### config.mk
export PLATFORM = sky130hd
export DESIGN_NAME = dec_4x16_w_fault_3
export DESIGN_NICKNAME = d
export VERILOG_FILES = /design/src/rtl/dec_4x16_w_fault_3.sv
export SDC_FILE = /design/constraint.sdc
export NUM_CORES = 1
export LEC_CHECK = 0
export CAP_MARGIN = 20
export CORE_UTILIZATION = 25
export DETAILED_ROUTE_END_ITERATION = 6
export GPL_TIMING_DRIVEN = 1
export SYNTH_ARGS = -nofsm -noshare
export SYNTH_HDL_FRONTEND = slang
export SYNTH_SLANG_ARGS = --single-unit
### constraint.sdc
create_clock -name clk -period 2.8 [get_ports clk]
set_input_delay 0.56 -clock clk [delete_from_list [all_inputs] [get_ports clk]]
set_output_delay 0.56 -clock clk [all_outputs]
set_load 0.01 [all_outputs]
### src/rtl/dec_4x16_w_fault_3.sv
// Registered 4-to-16 decoder built from two 3-to-8 sub-decoders, with one-hot self-check.
// Define DEC_FAULT3_EN to inject a stuck-at-0 on lower sub-decoder line 3.
module dec_3x8 (
   input  logic       i_en,
   input  logic [2:0] i_sel,
   output logic [7:0] o_y
);
   always_comb begin
      o_y = 8'h00;
      for (int k = 0; k < 8; k++) begin
         o_y[k] = i_en & (i_sel == 3'(k));
      end
   end
endmodule

module dec_4x16_w_fault_3 (
   input  logic        clk,
   input  logic        rst,
   input  logic        X,
   input  logic        Y,
   input  logic        Z,
   input  logic        W,
   input  logic        en,
   output logic [15:0] D,
   output logic        onehot_ok
);
   logic [2:0]  w_sel_lo;
   logic [7:0]  w_lo;
   logic [7:0]  w_lo_f;
   logic [7:0]  w_hi;
   logic [15:0] w_d_next;
   logic        w_onehot;
   logic [15:0] r_d;
   logic        r_ok;

   assign w_sel_lo = {Y, Z, W};

   dec_3x8 u_lo (
      .i_en  (en & ~X),
      .i_sel (w_sel_lo),
      .o_y   (w_lo)
   );

   dec_3x8 u_hi (
      .i_en  (en & X),
      .i_sel (w_sel_lo),
      .o_y   (w_hi)
   );

`ifdef DEC_FAULT3_EN
   assign w_lo_f = w_lo & 8'hF7;
`else
   assign w_lo_f = w_lo;
`endif

   assign w_d_next = {w_hi, w_lo_f};

   // Exactly one bit set: nonzero and clearing the lowest set bit leaves zero.
   assign w_onehot = (w_d_next != 16'h0000) &&
                     ((w_d_next & (w_d_next - 16'h0001)) == 16'h0000);

   always_ff @(posedge clk) begin
      if (rst) begin
         r_d  <= 16'h0000;
         r_ok <= 1'b0;
      end else begin
         r_d  <= w_d_next;
         r_ok <= w_onehot;
      end
   end

   assign D         = r_d;
   assign onehot_ok = r_ok;
endmodule

==> results of run 1 <==
==> metal layers <==
| metal | GRT usage | routed length, um | share of wire |
|---|---|---|---|
| met1 | 0.144 | 427 | 0.46 |
| met2 | 0.140 | 392 | 0.42 |
| met3 | 0.0357 | 74 | 0.080 |
| met4 | 0.106 | 29 | 0.031 |
| met5 | 0 | 0 | 0 |
==> logic make-up after synthesis <==
| logic type | synth area share |
|---|---|
| AND/OR/NAND/NOR | 0.288 |
| flip-flops | 0.712 |
==> cell usage in the layout, fill, tap and decap left out <==
cell / synthesis / routed
clkbuf_1: 0 / 1
clkbuf_4: 0 / 3
clkdlybuf4s50_1: 0 / 23
dfxtp_1: 17 / 17
nand2_1: 1 / 1
nand2b_1: 2 / 2
nand4b_1: 1 / 1
nand4bb_1: 2 / 2
nor2_1: 12 / 12
nor2b_1: 1 / 1
nor3_1: 3 / 3
nor3_2: 1 / 1
or4b_4: 1 / 1
==> power breakdown <==
group          leakage, nW  switching, mW  internal, mW
clock               0.0150         0.0705        0.0553
combinational        0.118         0.0129        0.0164
sequential           0.137       0.000702         0.245
==> through the flow <==
step,instance area (sq um),util,power [mW],std cells,setup slack [ns]
global placement,739,0.419,0.280,89,1.00
global route,766,0.434,0.421,93,1.03
floorplan,478,-,0.260,41,1.53
detailed placement,739,0.419,0.281,89,0.977
finish,766,0.434,0.400,93,1.09
CTS,766,0.434,0.406,93,1.07
==> sequential cells by signal, indices dropped and copies added (netlist names) <==
name	count
onehot_ok	1
D	16
==> final cells by class <==
type / count / area [sq um] / share of cell area
flip-flops and latches: 17 / 340 / 0.444
repair buffers: 23 / 230 / 0.301
clock buffers: 4 / 26.3 / 0.0343
multi-input cells: 24 / 138 / 0.180
well taps: 25 / 31.3 / 0.0408
==> path summary, 6_finish.rpt <==
check	startpoint	endpoint	slack, ns	cells past startpoint
min	rst	onehot_ok$_SDFF_PP0_	0.89	2
max	D[4]$_SDFF_PP0_	D[4]	1.09	1
==> cell usage after synthesis, drive strengths merged <==
master | count | area share
dfxtp | 17 | 0.71
nor2 | 12 | 0.094
nor3 | 4 | 0.052
nand2b | 2 | 0.026
nand4bb | 2 | 0.047
nand2 | 1 | 0.0078
nand4b | 1 | 0.018
nor2b | 1 | 0.013
or4b | 1 | 0.029
==> impl_metrics.json, run 1 <==
{
  "cpMaxStageDelayCell": "clkdlybuf4s50_1",
  "setup_viol": 0,
  "yosys_warnings": 0,
  "clock_path_buffers": 2,
  "antenna_found_initial": 0,
  "finalNetCount": 76,
  "critPathRequiredTime_ns": 2.24,
  "syn_nets": 48,
  "synth_cells": 41,
  "tritoncts": "done",
  "power_density_nw_per_um2": 523,
  "slowest_delay_ns": 0.55,
  "drive_gt1_frac": 0.0735,
  "syn_avg_cell_area_sq_um": 11.7,
  "tightest_slew_ns": 0.237,
  "routedWlPerCell_um": 9.92,
  "min_period_ns": 1.71,
  "drv_slew": 0,
  "critPathBufInv": 1,
  "htree_levels": 1,
  "syn_area_sq_um": 478,
  "critPathCaptureType": "primary output",
  "grt_first_pass_wirelength_mm": 1.52,
  "fillCellCount": 194,
  "root_buffer": "clkbuf_4",
  "ant_nets": 0,
  "initial_core_util": 0.271,
  "crit_chain": "clkdlybuf4s50_1",
  "synth_seq_cells": 17,
  "synth_cell_types": 10,
  "hpwl_um": 692,
  "grt_max_degree": 10,
  "vdd.ir_drop.worst_v": 0.000287,
  "clkSinkCount": 17,
  "viasPerCell": 3.98,
  "antenna_cells": 0,
  "hold_path.class": "input pin to flop",
  "drt-initial-drc-count": 1,
  "postCtsHoldBufs": 0,
  "drc": 0,
  "cp_top_family": "buffers and inverters",
  "ys_seq_area_frac": 0.712,
  "grt_use_total": 0.111,
  "worstPathArrival_ns": 1.15,
  "grt-ovfl-total": 0,
  "drv_cap": 0,
  "vias": 370,
  "cts_setup_buffers": 0,
  "die_area_sq_um": 2090,
  "period_share": 0.610,
  "gp_congestion": 0.764,
  "dieHeight_um": 45.7,
  "ctsResizeCount": 0,
  "routed_wirelength_um": 923,
  "cts.reportedPaths.clkPinSlew_ns": 0.09,
  "num_rows": 15,
  "die_w_um": 45.7,
  "crit_path_start_kind": "flop",
  "hold_viol": 0,
  "tns_ns": 0,
  "slew_headroom": 0.841,
  "port_buffers": 23,
  "timing.hold.ws_ns": 0.891,
  "core-area_sq_um": 1760,
  "grt_pass1_vias": 347,
  "max_freq_ghz": 0.585,
  "io_pins": 24,
  "status": "finished, final reports clean",
  "criticalPathCategory": "flop to primary output",
  "area_growth_pct": 60.2,
  "dr.pass1.iters": 4,
  "rsz0062_at_grt": "no",
  "cts_inserted_buffers": 3,
  "p_leak_nw": 0.271,
  "cp_max_fo": 1
}
(Power assumes the default switching activity.)
==> inputs of run 2 (changes only) <==
==> constraint.sdc (replaced) <==
create_clock -name clk -period 1.6 [get_ports clk]
set_input_delay 0.32 -clock clk [delete_from_list [all_inputs] [get_ports clk]]
set_output_delay 0.32 -clock clk [all_outputs]
set_load 0.01 [all_outputs]
==> run 2 against run 1 <==
Against the previous run:
- total power is 77% higher
- wire length is 4.4% higher
- combinational power up 84%
- largest cell class unchanged
- sequential power increased by 75%
- first-iteration DRC count increased to 3.0 times the previous value
- setup slack got worse by 0.97 ns
==> impl_metrics.json, run 2 (synthesized netlist as in run 1, its figures left out) <==
{
  "postCtsHoldBufs": 0,
  "min_path_cells": 2,
  "drc": 0,
  "largest_reg_flops": 16,
  "clkSinkCount": 17,
  "tns_ns": 0,
  "p_switching_mw": 0.153,
  "antenna_found_initial": 0,
  "hold_path.class": "input pin to flop",
  "die_area_sq_um": 2090,
  "ctsResizeCount": 0,
  "grt_first_pass_wirelength_mm": 1.39,
  "drt-initial-drc-count": 3,
  "io_pins": 24,
  "hold_viol": 0,
  "rsz0062_at_grt": "no",
  "ant_nets": 0,
  "cp_top_family": "buffers and inverters",
  "crit_path_start_kind": "flop",
  "area_growth_pct": 61.8,
  "core-area_sq_um": 1760,
  "antenna_cells": 0,
  "fin_ws_ns": 0.124,
  "viasPerCell": 4.03,
  "power_density_nw_per_um2": 916,
  "slowest_delay_ns": 0.53,
  "dr.pass1.iters": 3,
  "die_w_um": 45.7,
  "criticalPathCategory": "flop to primary output",
  "p_leak_nw": 0.276,
  "root_buffer": "clkbuf_4",
  "gp_congestion": 0.717,
  "crit_chain": "clkdlybuf4s50_1",
  "critPathRequiredTime_ns": 1.28,
  "tightest_slew_ns": 0.245,
  "final_cell_mix": "clkdlybuf4s50_1, dfxtp_1, nor2_1",
  "setup_viol": 0,
  "cts_setup_buffers": 0,
  "finalNetCount": 77,
  "initial_core_util": 0.271,
  "final_common_cell": "clkdlybuf4s50_1",
  "min-delay-start": "rst",
  "cts_inserted_buffers": 3,
  "num_rows": 15,
  "htree_levels": 1,
  "holdPathEnd": "onehot_ok$_SDFF_PP0_",
  "p_int_mw": 0.555,
  "drv_slew": 0,
  "cp_max_fo": 1,
  "hpwl_um": 722,
  "place_ws_ns": 0.0437,
  "seqPwrFrac": 0.607,
  "vdd.ir_drop.worst_v": 0.000390,
  "pwr-share-comb": 0.076,
  "tritoncts": "done",
  "worstPathArrival_ns": 1.16,
  "clkPwrFrac": 0.317,
  "grt_pass1_vias": 344,
  "clock_path_buffers": 2,
  "routed_wirelength_um": 964,
  "dieHeight_um": 45.7,
  "cpMaxStageDelayCell": "clkdlybuf4s50_1",
  "grt_max_degree": 10,
  "port_buffers": 23,
  "critPathBufInv": 1,
  "max_freq_ghz": 0.678,
  "cts.reportedPaths.clkPinSlew_ns": 0.10,
  "min_period_ns": 1.48,
  "grt-ovfl-total": 0,
  "period_share": 0.922,
  "swShare": 0.216,
  "vias": 379,
  "routedWlPerCell_um": 10.3,
  "critPathCaptureType": "primary output",
  "slew_headroom": 0.836,
  "drv_cap": 0,
  "status": "finished, final reports clean",
  "fillCellCount": 187,
  "grt_use_total": 0.0962,
  "drive_gt1_frac": 0.0870
}
## run 2: cell types whose count changed in the layout (fill, tap and decap cells not counted)
cell / previous run / this run
buf_4: 0 / 1
## run 2: through the flow
| step | total power, mW | hold slack (ns) | cells | utilization | area, sq um |
|---|---|---|---|---|---|
| 2_1_floorplan | 0.456 | 0.389 | 41 | - | 478 |
| 3_3_place_gp | 0.493 | 0.941 | 90 | 0.423 | 747 |
| 3_5_place_dp | 0.494 | 0.946 | 90 | 0.423 | 747 |
| 4_1_cts | 0.709 | 0.668 | 94 | 0.438 | 773 |
| 5_1_grt | 0.734 | 0.681 | 94 | 0.438 | 773 |
| 6_report | 0.708 | 0.671 | 94 | 0.438 | 773 |
## run 2: layout make-up
cell class,count,area (sq um),area share
sequential,17,340,0.440
timing repair buffer,24,238,0.307
multi-input combinational,24,138,0.178
clock buffer,4,26.3,0.0340
tap,25,31.3,0.0405
## run 2: worst max-delay path by stage
stage	from	end	slack [ns]	cells past startpoint
2_1_floorplan	Y	D[0]$_SDFF_PP0_	0.57	2
3_3_place_gp	Y	D[0]$_SDFF_PP0_	0.08	3
3_5_place_dp	Y	D[0]$_SDFF_PP0_	0.04	3
4_1_cts	D[0]$_SDFF_PP0_	D[0]	0.11	1
5_1_grt	D[0]$_SDFF_PP0_	D[0]	0.09	1
6_report	D[0]$_SDFF_PP0_	D[0]	0.12	1
## run 2: per-layer routing
metal | vias up | wire length [um] | GRT usage | share of wire
met5 | - | 0 | 0 | 0
met4 | 0 | 23 | 0.0529 | 0.024
met3 | 5 | 75 | 0.0317 | 0.078
met2 | 19 | 411 | 0.143 | 0.43
met1 | 163 | 454 | 0.122 | 0.47
li1 | 192 | - | - | -
## run 2: power groups by stage
stage	sequential [mW]	combinational (mW)	clock, mW
6_report	0.429	0.0539	0.225
4_1_cts	0.430	0.0541	0.226
3_3_place_gp	0.439	0.0536	0
5_1_grt	0.430	0.0578	0.246
3_5_place_dp	0.439	0.0540	0
2_1_floorplan	0.442	0.0134	0
==> inputs of run 3 (changes only) <==
--- a/config.mk
+++ b/config.mk
@@ -6,6 +6,7 @@
 export NUM_CORES = 1
 export LEC_CHECK = 0
 export CAP_MARGIN = 20
+export CORE_ASPECT_RATIO = 1.2
 export CORE_UTILIZATION = 25
 export DETAILED_ROUTE_END_ITERATION = 6
 export GPL_TIMING_DRIVEN = 1
==> run 3 against run 2 <==
Against the previous run:
- sequential share of layout area up 0.50 points
- core utilization is 1.1 points higher
- sequential power barely moved
- design area is 1.1% lower
- first-iteration DRC count shrank 33%
- flip-flop and latch count stayed put
- combinational power is 1% lower
- largest cell class unchanged
==> impl_metrics.json, run 3 (synthesized netlist as in run 1, its figures left out) <==
{
  "seqPwrFrac": 0.613,
  "cts_setup_buffers": 0,
  "gp_congestion": 0.690,
  "io_pins": 24,
  "p_int_mw": 0.555,
  "grt_first_pass_wirelength_mm": 1.57,
  "dieHeight_um": 49.9,
  "met3_usage": 0.0220,
  "die_w_um": 41.9,
  "crit_path_start_kind": "flop",
  "root_buffer": "clkbuf_4",
  "cp_top_family": "buffers and inverters",
  "grt_pass1_vias": 372,
  "largest_reg_flops": 16,
  "routedWlPerCell_um": 10.5,
  "vdd.ir_drop.worst_v": 0.000484,
  "grt_max_degree": 10,
  "clkSinkCount": 17,
  "ctsResizeCount": 0,
  "die_area_sq_um": 2090,
  "initial_core_util": 0.281,
  "grt-ovfl-total": 0,
  "min_period_ns": 1.47,
  "ant_nets": 0,
  "total_power_mw": 0.700,
  "grt_use_met2": 0.151,
  "busiest_layer": "met2",
  "vias": 382,
  "holdPathEnd": "onehot_ok$_SDFF_PP0_",
  "hold_viol": 0,
  "postCtsHoldBufs": 0,
  "min-delay-start": "rst",
  "grt_use_total": 0.102,
  "power_density_nw_per_um2": 916,
  "dr.pass1.iters": 4,
  "cts_inserted_buffers": 3,
  "clkPwrFrac": 0.311,
  "critPathRequiredTime_ns": 1.28,
  "cpMaxStageDelayCell": "clkdlybuf4s50_1",
  "core-area_sq_um": 1700,
  "antenna_cells": 0,
  "drv_slew": 0,
  "drv_cap": 0,
  "htree_levels": 1,
  "fin_cells": 87,
  "finalNetCount": 77,
  "rsz0062_at_grt": "no",
  "pwr-share-comb": 0.076,
  "routed_wirelength_um": 912,
  "num_rows": 16,
  "crit_chain": "clkdlybuf4s50_1",
  "max_freq_ghz": 0.679,
  "setup_viol": 0,
  "p_leak_nw": 0.276,
  "grtUsageMet1": 0.131,
  "utilization": 0.449,
  "swShare": 0.207,
  "tightest_slew_ns": 0.244,
  "drc": 0,
  "slew_headroom": 0.836,
  "fillCellCount": 164,
  "cp_max_fo": 1,
  "tns_ns": 0,
  "viasPerCell": 4.39,
  "drive_gt1_frac": 0.0870,
  "slowest_delay_ns": 0.53,
  "critPathBufInv": 1,
  "cts.reportedPaths.clkPinSlew_ns": 0.09,
  "area_growth_pct": 59.9,
  "critPathCaptureType": "primary output",
  "min_path_cells": 2,
  "hold_path.class": "input pin to flop",
  "status": "finished, final reports clean",
  "period_share": 0.920,
  "antenna_found_initial": 0,
  "criticalPathCategory": "flop to primary output",
  "port_buffers": 23,
  "clock_path_buffers": 2,
  "dp_cells": 83,
  "drt-initial-drc-count": 2,
  "tritoncts": "done",
  "worstPathArrival_ns": 1.15,
  "final_common_cell": "clkdlybuf4s50_1",
  "p_switching_mw": 0.145,
  "final_cell_mix": "clkdlybuf4s50_1, dfxtp_1, nor2_1"
}
-- run 3: cell counts in the layout (fill, tap and decap cells not counted) --
Identical to the previous run, type by type.
-- run 3: power groups by stage --
stage | registers [mW] | clock network (mW) | logic, mW
finish | 0.429 | 0.218 | 0.0531
global route | 0.430 | 0.245 | 0.0579
CTS | 0.430 | 0.223 | 0.0539
detailed placement | 0.439 | 0 | 0.0537
global placement | 0.439 | 0 | 0.0533
floorplan | 0.442 | 0 | 0.0134
-- run 3: worst max-delay path by stage --
stage / startpoint / endpoint / slack, ns / cells after the start
2_1_floorplan: Y / D[0]$_SDFF_PP0_ / 0.57 / 2
5_1_grt: D[0]$_SDFF_PP0_ / D[0] / 0.09 / 1
3_3_place_gp: Y / D[0]$_SDFF_PP0_ / 0.08 / 3
4_1_cts: D[2]$_SDFF_PP0_ / D[2] / 0.12 / 1
6_report: D[0]$_SDFF_PP0_ / D[0] / 0.13 / 1
3_5_place_dp: Y / D[0]$_SDFF_PP0_ / 0.06 / 3
-- run 3: layout make-up --
type                    instances  area (sq um)  area share
clock buffers                   4          26.3      0.0344
well taps                      18          22.5      0.0295
multi-input cells              24           138       0.180
repair buffers                 24           238       0.311
flip-flops and latches         17           340       0.445
-- run 3: metrics by stage --
| stage | hold WS [ns] | instance area (sq um) | setup WS [ns] |
|---|---|---|---|
| 2_1_floorplan | 0.389 | 478 | 0.572 |
| 3_3_place_gp | 0.934 | 738 | 0.0839 |
| 3_5_place_dp | 0.936 | 738 | 0.0637 |
| 4_1_cts | 0.646 | 764 | 0.121 |
| 5_1_grt | 0.697 | 764 | 0.0880 |
| 6_report | 0.648 | 764 | 0.128 |
-- run 3: layer usage --
metal / vias up / share of wire
met4: 0 / 0.016
met1: 168 / 0.43
met2: 19 / 0.48
met5: - / 0
met3: 2 / 0.070
li1: 193 / -
==> edit 1: new RTL, config.mk and constraints of run 3 <==
Register the output `D` once more, with the module's reset; this adds one clock of latency there. The other outputs are not delayed to match.
--- a/src/rtl/dec_4x16_w_fault_3.sv
+++ b/src/rtl/dec_4x16_w_fault_3.sv
@@ -71,3 +71,9 @@
 
-   assign D         = r_d;
+   always_ff @(posedge clk) begin
+      if (rst) begin
+         D <= '0;
+      end else begin
+         D <= r_d;
+      end
+   end
    assign onehot_ok = r_ok;
Check against the original RTL: not equivalent (a bounded check fails within 4 cycles, from zero or initial values and one cycle with rst high).
==> edit 1 against run 3 <==
The run now ends with DRC left. Total power up 110%. Cell area grew 68%. Critical path depth stayed put. Die area up 85%. Sequential cell count rose by 16. Sequential power is 94% higher. Area after synthesis increased by 90%. Routed wire length up 60%. Setup slack improved by 0.033 ns. Via count is 55% higher.
==> edit 1: results (changes against run 3) <==
{| class="wikitable"
! Metric !! Value
|-
| Syn nets || 82 (was 48)
|-
| Sequential share of the synthesized area || 72.83% (was 71.20%)
|-
| Cell types occupying the most area after synthesis || dfxtp_1, nor2b_1, nor2_1 (was dfxtp_1, nor2_1, nand4bb_1)
|-
| Worst hold stages || 1 (was 2)
|-
| Overall routing resource usage || 9.157% (was 10.15%)
|-
| HP Class || register to register (was input pin to register)
|-
| Nets@finish || 113 (was 77)
|-
| Length of the first detailed-routing pass in iterations || 6 (was 4)
|-
| Placed standard-cell area || 1197 um^2 (was 738.2 um^2)
|-
| Met2 track utilization from global routing || 14.12% (was 15.10%)
|-
| Violated checks || DRC
|-
| Fmax || 0.6949 GHz (was 0.6793 GHz)
|-
| Avg Cell Area, Syn || 12.09 um^2 (was 11.66 um^2)
|-
| Static leakage || 0.4802 nW (was 0.2757 nW)
|-
| Fill cell total of the finished layout || 350 (was 164)
|-
| Final hold slack || 0.4387 ns (was 0.6484 ns)
|-
| Residual DRC count || 6 (was 0)
|-
| Met2 Wirelength || 716 um (was 436 um)
|-
| M1 WL || 591 um (was 395 um)
|-
| Number of buffer cells added on primary ports || 23 (unchanged)
|-
| Drt first-iter violations || 16 (was 2)
|-
| Sequential logic power || 831 uW (was 429 uW)
|-
| Hold path startpoint || r_d[8] (was rst)
|-
| Placement-stage worst setup slack || 0.05532 ns (was 0.06374 ns)
|-
| Run status || complete, but fails checks (was finished clean)
|-
| Largest net degree at the start of global routing || 15 (was 10)
|-
| Internal Pwr Total || 1.161 mW (was 555.1 uW)
|-
| Max-slew headroom at the worst pin || 83.19% (was 83.64%)
|-
| Reg clk slew, reported paths || 0.07 ns (was 0.09 ns)
|-
| Maximum resistive drop on vdd || 516.4 uV (was 484.1 uV)
|-
| Last weighted congestion value of the routability-driven placer || 0.7737 (was 0.6901)
|-
| Routed length on met3 || 125 um (was 64 um)
|-
| Total vias in the final route || 594 (was 382)
|-
| Comb power frac || 4.1% (was 7.6%)
|-
| Clock network power share || 39.7% (was 31.1%)
|-
| Non-Filler Instances || 144 (was 87)
|-
| Sum of routed wire length over all layers || 1460 um (was 912 um)
|-
| Met1 demand-to-capacity share in global routing || 8.827% (was 13.12%)
|-
| Inserted Clock Buffers || 5 (was 3)
|-
| Layout cell share with drive strength beyond 1 || 12.15% (was 8.696%)
|}
edit 1: changes by cell type after synthesis, sizes merged:
| cell | delta |
|---|---|
| buf | +2 |
| dfxtp | +16 |
| nor2b | +16 |
edit 1: how the worst max path moves through the flow:
stage / to / slack [ns] / cells past startpoint
floorplan: r_d[0] / 0.57 / 2
global placement: r_d[0] / 0.09 / 3
detailed placement: r_d[0] / 0.06 / 3
CTS: onehot_ok / 0.14 / 1
global route: D[15] / 0.10 / 1
finish: onehot_ok / 0.16 / 1
edit 1: final cells by class:
class | count | area (um^2) | area share (%)
Clock buffer | 5 | 68.82 | 5.361
Clock inverter | 3 | 17.52 | 1.365
Multi-Input combinational cell | 40 | 237.7 | 18.52
Sequential cell | 33 | 660.6 | 51.46
Tap cell | 37 | 46.29 | 3.606
Timing Repair Buffer | 26 | 252.7 | 19.69
edit 1: kinds of logic after synthesis:
| logic type | Yosys count |
|---|---|
| buffers and inverters | 2 |
| AND/OR/NAND/NOR | 40 |
| flip-flops | 33 |
==> edit 2: new RTL, config.mk and constraints of run 3 <==
Without the edit above. Add a define of `DEC_FAULT3_EN`.
--- a/src/rtl/dec_4x16_w_fault_3.sv
+++ b/src/rtl/dec_4x16_w_fault_3.sv
@@ -2,2 +2,4 @@
 // Define DEC_FAULT3_EN to inject a stuck-at-0 on lower sub-decoder line 3.
+`define DEC_FAULT3_EN
+
 module dec_3x8 (
Check against the original RTL: not equivalent (a bounded check fails within 4 cycles, from zero or initial values and one cycle with rst high).
==> edit 2 against run 3 <==
Synthesized cell count increased by 2.4%. Setup slack improved by 0.0082 ns. Sequential cell count down 1. Routed wire length fell by 1.3%. Clock power is 22% higher. Area after synthesis shrank 1.0%. Total power up 4.1%. Cell area rose by 0.33%. Worst hold slack improved by 0.027 ns. Count of clock-buffer cells in the layout stayed put. Largest power group unchanged.
==> edit 2: results (changes against run 3) <==
{| class="wikitable"
! Metric !! Value
|-
| Net switching power || 154.0 uW (was 145.3 uW)
|-
| Antenna violations before repair || 0 (unchanged)
|-
| Commonest cells in the synthesized netlist || dfxtp_1, nor2_1, nor3_1, nand2b_1, nand4bb_1 (unchanged)
|-
| Root buffer selected by CTS || clkbuf_4 (unchanged)
|-
| Largest net degree at the start of global routing || 10 (unchanged)
|-
| Sequential share of the synthesized area || 67.72% (was 71.20%)
|-
| Final critical delay including setup and external delays || 1.464 ns (was 1.472 ns)
|-
| Arr. time, crit path || 1.14 ns
|-
| Proportion of synthesized flip-flops having asynchronous set or reset || 0% (unchanged)
|-
| Number of post-CTS setup repair buffers || 0 (unchanged)
|-
| Slowest stage cell on the critical path || clkdlybuf4s50_1 (unchanged)
|-
| Post-synth cell types || 13 (was 10)
|-
| Met2 Wirelength || 419 um (was 436 um)
|-
| Overall routing resource usage || 9.992% (was 10.15%)
|-
| Maximum resistive drop on vdd || 446.3 uV (was 484.1 uV)
|-
| Kind of cell adding the most delay to the critical path || buffers and inverters (unchanged)
|-
| Number of buffer cells added on primary ports || 22 (was 23)
|-
| Worst stage delay on the critical path || 0.54 ns
|-
| Last weighted congestion value of the routability-driven placer || 0.7192 (was 0.6901)
|-
| Reg clk slew, reported paths || 0.09 ns (about the same)
|-
| Routed length on met3 || 109 um (was 64 um)
|-
| Inserted Clock Buffers || 3 (unchanged)
|-
| Number of vias per cell after detailed routing || 4.273 (was 4.391)
|-
| Largest register FFs || 15 (was 16)
|-
| Clock tree buffer depth || 2 (unchanged)
|-
| Number of warnings reported in the yosys synthesis log || 0 (unchanged)
|-
| Top flip-flop cell by instance count after synthesis || dfxtp_1 (unchanged)
|-
| Wire length of the first global-routing pass || 1524 um (was 1573 um)
|-
| Syn nets || 49 (was 48)
|-
| Nets@finish || 78 (was 77)
|-
| Top sig layer || met4 (unchanged)
|-
| Antenna violation net count after detailed routing || 0 (unchanged)
|-
| Drt first-iter violations || 5 (was 2)
|-
| Length of the first detailed-routing pass in iterations || 2 (was 4)
|-
| Fill cell total of the finished layout || 172 (was 164)
|-
| Quantity of gates resized following cts || 0 (unchanged)
|-
| Run status || finished clean (unchanged)
|-
| Post-detailed-placement half-perimeter wirelength || 695.8 um
|-
| WL per Instance || 10.23 um (was 10.48 um)
|-
| Worst-path maximum fanout || 1 (unchanged)
|-
| HP Class || input pin to register (unchanged)
|-
| Via count of the first global-routing pass || 388 (was 372)
|-
| Cell types occupying the most area after synthesis || dfxtp_1, nor2_1, nand4bb_1 (unchanged)
|-
| Static leakage || 0.2890 nW (was 0.2757 nW)
|-
| Layout cell share with drive strength beyond 1 || 12.86% (was 8.696%)
|-
| H-tree depth || 1 (unchanged)
|-
| Fmax || 0.6831 GHz (was 0.6793 GHz)
|-
| M1 WL || 335 um (was 395 um)
|-
| Diodes inserted || 0 (unchanged)
|}
-- edit 2: cell count changes after synthesis, sizes merged --
cell,change
buf,+1
conb,+1
dfxtp,-1
inv,+1
nor2,-1
nor2b,-1
o311a,+1
-- edit 2: stage by stage --
step                instance area [um^2]  hold WS [ns]  setup slack (ns)  std cells
floorplan                          473.0        0.3883            0.5815         42
global placement                   730.7        0.9803           0.07148         84
detailed placement                 730.7        0.9879           0.05098         84
CTS                                767.0        0.6772            0.1278         88
global route                       767.0        0.6864           0.07542         88
finish                             767.0        0.6756            0.1361         88
-- edit 2: power by group through the flow --
stage	logic, mW	clock network (mW)	registers [mW]
after global placement	0.0587	0	0.413
after CTS	0.0597	0.268	0.404
after global routing	0.0637	0.290	0.405
final	0.0591	0.266	0.404
after detailed placement	0.0595	0	0.414
after floorplan	0.0168	0	0.416
-- edit 2: routing by layer --
metal / vias up / global-route usage [%]
li1: 194 / -
met1: 156 / 9.255
met2: 21 / 15.89
met3: 5 / 4.396
met4: 0 / 9.677
met5: - / 0
-- edit 2: cells by family after synthesis --
group,Yosys count,share of synthesized area [%]
buffers and inverters,2,2.381
and+or+nand+nor,22,26.98
AOI/OAI and AO/OA,1,2.116
DFF,16,67.73
other,1,0.7929
-- edit 2: worst paths after layout --
path	from	end	slack, ns	cells past startpoint
setup / recovery	D[12]	D[12]	0.14	1
hold / removal	W	D[7]	0.68	3
-- edit 2: layout make-up --
class                      count  area (um^2)  share of cell area, %
multi-input combinational     24        141.4                  18.43
tap                           18        22.52                  2.936
sequential                    16        320.3                  41.76
timing repair buffer          25        242.7                  31.65
clock buffer                   4        36.28                  4.731
inverter                       1        3.754                 0.4894
-- edit 2: tightest hold or removal path, delay by kind of cell --
kind                   cells  cell delay (ns)
and+or+nand+nor            2             0.19
buffers and inverters      1             0.42
